==> config.mk <==
export PLATFORM = sky130hd
export DESIGN_NAME = cnn_layer_accel_weight_cfg_writer
export DESIGN_NICKNAME = d
export VERILOG_FILES = /design/src/rtl/cnn_layer_accel_pkg.sv /design/src/rtl/cnn_layer_accel_weight_cfg_writer.sv
export SDC_FILE = /design/constraint.sdc
export NUM_CORES = 1
export LEC_CHECK = 0
export CAP_MARGIN = 20
export CELL_PAD_IN_SITES_DETAIL_PLACEMENT = 0
export CELL_PAD_IN_SITES_GLOBAL_PLACEMENT = 1
export CORE_MARGIN = 2
export CORE_UTILIZATION = 25
export DETAILED_ROUTE_END_ITERATION = 8
export GPL_TIMING_DRIVEN = 0
export PLACE_DENSITY_LB_ADDON = 0.1
export SLEW_MARGIN = 20
export SYNTH_ARGS = -nofsm -noshare
export SYNTH_HDL_FRONTEND = slang
export SYNTH_SLANG_ARGS = --single-unit
==> constraint.sdc <==
create_clock -name clk -period 2.1 [get_ports clk]
set_input_delay 0.315 -clock clk [delete_from_list [all_inputs] [get_ports clk]]
set_output_delay 0.315 -clock clk [all_outputs]
set_load 0.005 [all_outputs]
==> src/rtl/cnn_layer_accel_pkg.sv <==
// Shared types and constants for the CNN layer accelerator
// weight-configuration path.
package cnn_layer_accel_pkg;

  localparam int C_KERNEL_WORDS = 9;
  localparam int C_WHT_WIDTH    = 16;
  localparam int C_MAX_KERNELS  = 64;

  typedef logic [C_WHT_WIDTH-1:0] wht_word_t;

  typedef enum logic [2:0] {
    S_IDLE,
    S_ACCEPT,
    S_LOAD,
    S_GAP,
    S_HOLD,
    S_CLOSE
  } wcfg_state_t;

  function automatic logic kernels_legal(input logic [6:0] n);
    return (n != 7'd0) && (n <= 7'(C_MAX_KERNELS));
  endfunction

endpackage

==> src/rtl/cnn_layer_accel_weight_cfg_writer.sv <==
// Weight-table config writer: streams 3x3 kernels into consecutive
// kernel groups, bracketed by job_accept rewind pulses.
module cnn_layer_accel_weight_cfg_writer
  import cnn_layer_accel_pkg::*;
(
  input  logic        clk,
  input  logic        rst,
  input  logic        job_start,
  input  logic [6:0]  job_num_kernels,
  output logic        job_busy,
  output logic        job_done,
  output logic        job_err,
  input  logic        s_wht_valid,
  input  logic [15:0] s_wht_data,
  output logic        s_wht_ready,
  output logic        job_accept,
  output logic        config_mode,
  output logic        kernel_config_valid,
  output logic [15:0] kernel_full_count,
  output logic        wht_config_wren,
  output logic [15:0] wht_config_data
);

  localparam logic [3:0] LAST_WORD = 4'(C_KERNEL_WORDS - 1);

  wcfg_state_t state;
  logic [3:0]  word_cnt;
  logic [5:0]  kernel_cnt;
  logic [5:0]  n_m1;

  assign s_wht_ready = (state == S_LOAD);

  always_ff @(posedge clk) begin
    if (rst) begin
      state               <= S_IDLE;
      word_cnt            <= '0;
      kernel_cnt          <= '0;
      n_m1                <= '0;
      job_busy            <= 1'b0;
      job_done            <= 1'b0;
      job_err             <= 1'b0;
      job_accept          <= 1'b0;
      config_mode         <= 1'b0;
      kernel_config_valid <= 1'b0;
      kernel_full_count   <= '0;
      wht_config_wren     <= 1'b0;
      wht_config_data     <= '0;
    end else begin
      job_accept          <= 1'b0;
      job_done            <= 1'b0;
      job_err             <= 1'b0;
      kernel_config_valid <= 1'b0;
      wht_config_wren     <= 1'b0;
      unique case (state)
        S_IDLE: begin
          if (job_start) begin
            if (kernels_legal(job_num_kernels)) begin
              n_m1                <= 6'(job_num_kernels - 7'd1);
              kernel_full_count   <= {10'd0, 6'(job_num_kernels - 7'd1)};
              job_accept          <= 1'b1;
              kernel_config_valid <= 1'b1;
              config_mode         <= 1'b1;
              job_busy            <= 1'b1;
              state               <= S_ACCEPT;
            end else begin
              job_err <= 1'b1;
            end
          end
        end
        S_ACCEPT: begin
          word_cnt   <= '0;
          kernel_cnt <= '0;
          state      <= S_LOAD;
        end
        S_LOAD: begin
          if (s_wht_valid) begin
            wht_config_wren <= 1'b1;
            wht_config_data <= s_wht_data;
            if (word_cnt == LAST_WORD) begin
              state <= S_GAP;
            end else begin
              word_cnt <= word_cnt + 4'd1;
            end
          end
        end
        // Ready drops here so no write lands while the table
        // sits at its kernel_count wrap.
        S_GAP: begin
          if (kernel_cnt != n_m1) begin
            kernel_cnt <= kernel_cnt + 6'd1;
            word_cnt   <= '0;
            state      <= S_LOAD;
          end else begin
            state <= S_HOLD;
          end
        end
        S_HOLD: begin
          job_accept  <= 1'b1;
          job_done    <= 1'b1;
          config_mode <= 1'b0;
          state       <= S_CLOSE;
        end
        S_CLOSE: begin
          job_busy <= 1'b0;
          state    <= S_IDLE;
        end
        default: state <= S_IDLE;
      endcase
    end
  end

endmodule

==> flow_summary.ini <==
[critical_path]
cpMaxStageDelayCell = or4b_4
rrSetupSlack_ns = 0.34
r2r_cells = 6
critPathMostFrequentCell = buf_6
cp-start-kind = input port
arrival_ns = 2.23
cp.required_ns = 2.31
path_cells = dlygate4sd2_1 -> inv_1 -> ha_2 -> or4b_4 -> buf_6 -> o21ai_4 -> and4bb_4 -> buf_6 -> nor2_1 -> a311oi_2
critical_path_class = input port to flip-flop
max_stage_delay_ns = 0.47
path_max_fanout = 4
cp-end-kind = flip-flop

[place]
io_buffers = 55
dp_slack_ns = -0.5001
hpwl_mm = 3.774
post-place-cells = 404
gp_congestion = 0.7368

[sta]
fmax_mhz = 496.4
maxSlewViolCount = 0
slew_headroom_pct = 61.82
tns_ns = 0
post-route-period-util_pct = 95.93
skew_ns = 0.005718
setup_ws_ns = 0.08541
worst_hold_slack_ns = 0.3615
setup_viol = 0
min_period_ns = 2.015
hold_violations = 0
rsz0062_at_grt = no
tightest_slew_ns = 0.5667

[min_path]
hold_depth = 2
min_path_type = input port to flip-flop

[routing]
post_drt_wl_per_cell_um = 12.53
drt_iter0_drc = 92
first_pass_iters = 4
wl_mm = 5.201
drcViolationCount = 0
routed_via_density = 4.376
drtAntennaViolNets = 0
via_count = 1816

[run]
cap_violations = 0

[synth]
synth_top_area_share_pct = 43.08
synth_edf_count = 0
yosysSeqAreaShare_pct = 43.08
syn-cell-area_mm2 = 0.001952
ys_types = 39
yosysTopAreaCell = dfxtp_1
synthCells = 238
avgSynthCellArea_um2 = 8.201
ys_warn_count = 0
synth_area_leaders = dfxtp_1 (43%), nand2_1 (9.0%), a21oi_1 (6.2%)
synth-main-ff-cell = dfxtp_1
ys_ff_latch = 42
synthArstFlopShare_pct = 0

[floorplanning]
rows = 32
fp.dieH_um = 92.36
core_area_mm2 = 0.007647
dieArea_mm2 = 0.008530
start_util_pct = 25.52
io_pins = 67
die_w_um = 92.36

[clock_network]
cts-hold-fix-buffers = 0
cts_root_buffer = clkbuf_8
numCtsBuffers = 5
cts_sinks = 42
cts_tree = done
insertion_delay_ns = 0.30
path_clk_slew_ns = 0.08
cts_max_path_buffers = 2
h-tree-depth = 2

[global_route]
antenna_found_initial = 0
grt.total_usage_pct = 13.05
overflow = 0
grt_max_degree = 14
grt_pass1_vias = 1721
grt_pass1_wl_mm = 8.714

[pwr]
p_leak_nw = 1.003
power_mw = 1.781
powerDensity_mw_per_mm2 = 622.6
max-vdd-ir-drop_mv = 0.2706

[layout]
fillCellCount = 815
layout.nets = 343
stdcell_count = 415
areaGrowthSynthToFinish_pct = 46.54
multi_input_comb_area_mm2 = 0.001013
drive_gt1_share_pct = 12.78
n_antenna_cell = 0
regArea_um2 = 840.8

[outcome]
status = finished clean
## where the power goes
part	internal (mW)	switching (mW)
Sequential	0.822	0.0224
Clock	0.355	0.296
Combinational	0.154	0.130
## final cells by class
| type | instances | area share, % |
|---|---|---|
| buffer | 22 | 4.681 |
| inverter | 6 | 0.7874 |
| clock buffer | 6 | 2.537 |
| timing repair buffer | 60 | 21.39 |
| clock inverter | 2 | 1.312 |
| sequential | 42 | 29.40 |
| multi-input combinational | 175 | 35.43 |
| tap | 102 | 4.462 |
## state kept, by name (all words and copies together) (netlist names)
register             count
kernel_cnt               6
job_err                  1
job_accept               1
wht_config_wren          1
wht_config_data         16
word_cnt                 4
config_mode              1
state                    3
job_done                 1
kernel_config_valid      1
job_busy                 1
kernel_full_count        6
## cell usage after synthesis (2+ instances only)
master     n
nor2_1    17
clkbuf_1  13
nand4_1    2
a31oi_1    4
nand3_1    8
a311oi_2   2
nand4b_1   2
or4_1      3
ha_1       4
or3_1      3
nand3b_1   2
nand2_1   47
o21ai_0   10
o211ai_1   4
and3_1     3
a211oi_2   3
buf_4     10
xnor2_1    7
a21oi_1   24
nand2b_1   5
dfxtp_1   42
inv_1      6
## critical path: cells and delay by family
| kind | cells | cell delay [ns] |
|---|---|---|
| AND/OR/NAND/NOR | 3 | 0.83 |
| adder cells (fa/ha/maj) | 1 | 0.18 |
| buffers and inverters | 4 | 0.56 |
| AO/OA/AOI/OAI | 2 | 0.34 |
## placed cells by master, fill, tap and decap left out, types with 3 or more instances in the layout
cell type / netlist / final
clkbuf_1: 13 / 10
o211ai_1: 4 / 4
clkdlybuf4s50_1: 0 / 51
dlygate4sd2_1: 0 / 3
and3_1: 3 / 3
xnor2_1: 7 / 7
a211oi_2: 3 / 3
inv_1: 6 / 5
ha_1: 4 / 3
nand2_1: 47 / 47
nand2b_1: 5 / 5
or4_1: 3 / 3
clkbuf_8: 0 / 5
dfxtp_1: 42 / 42
nor2_1: 17 / 14
nand3_1: 8 / 8
conb_1: 1 / 10
buf_4: 10 / 12
nor2_2: 0 / 3
o21ai_0: 10 / 9
a21oi_1: 24 / 24
a31oi_1: 4 / 4
## what timing repair did
item | in CTS | in global routing
setup buffers | 4 | 0
cloned | 1 | 0
gates resized for setup | 12 | 10
pin swaps | 4 | 2
setup endpoints to repair | 12 | 14
## cells by family (layout without fill, tap and decap cells)
logic type,Yosys count,in the layout,synth area share [%]
simple gates,99,99,24.74
compound gates,54,54,17.76
flops,42,42,43.08
buf+inv,30,96,8.077
xor+xnor,8,8,3.590
fa+ha+maj,4,4,2.564
other cells,1,10,0.1921
## routing by layer
metal | global-route usage [%] | wire [µm] | vias to the layer above
li1 | - | - | 947
met1 | 17.29 | 2485 | 823
met3 | 3.011 | 219 | 6
met5 | 0 | 0 | -
met2 | 20.86 | 2414 | 40
met4 | 4.478 | 81 | 0
## final timing paths
kind                                    startpoint                    to
worst min register to register  wht_config_data[2]    wht_config_data[2]
worst max register to register       kernel_cnt[1]         kernel_cnt[5]
worst min-delay path            job_num_kernels[0]  kernel_full_count[0]
worst max-delay path            job_num_kernels[1]  kernel_full_count[4]
## metrics by stage
step           area [µm²]  util [%]
4_1_cts              2844     37.19
5_1_grt              2860     37.40
3_5_place_dp         2664     34.83
3_3_place_gp         2664     34.83
6_report             2860     37.40
2_1_floorplan        1986         -
Power figures use the tool's default switching activity.
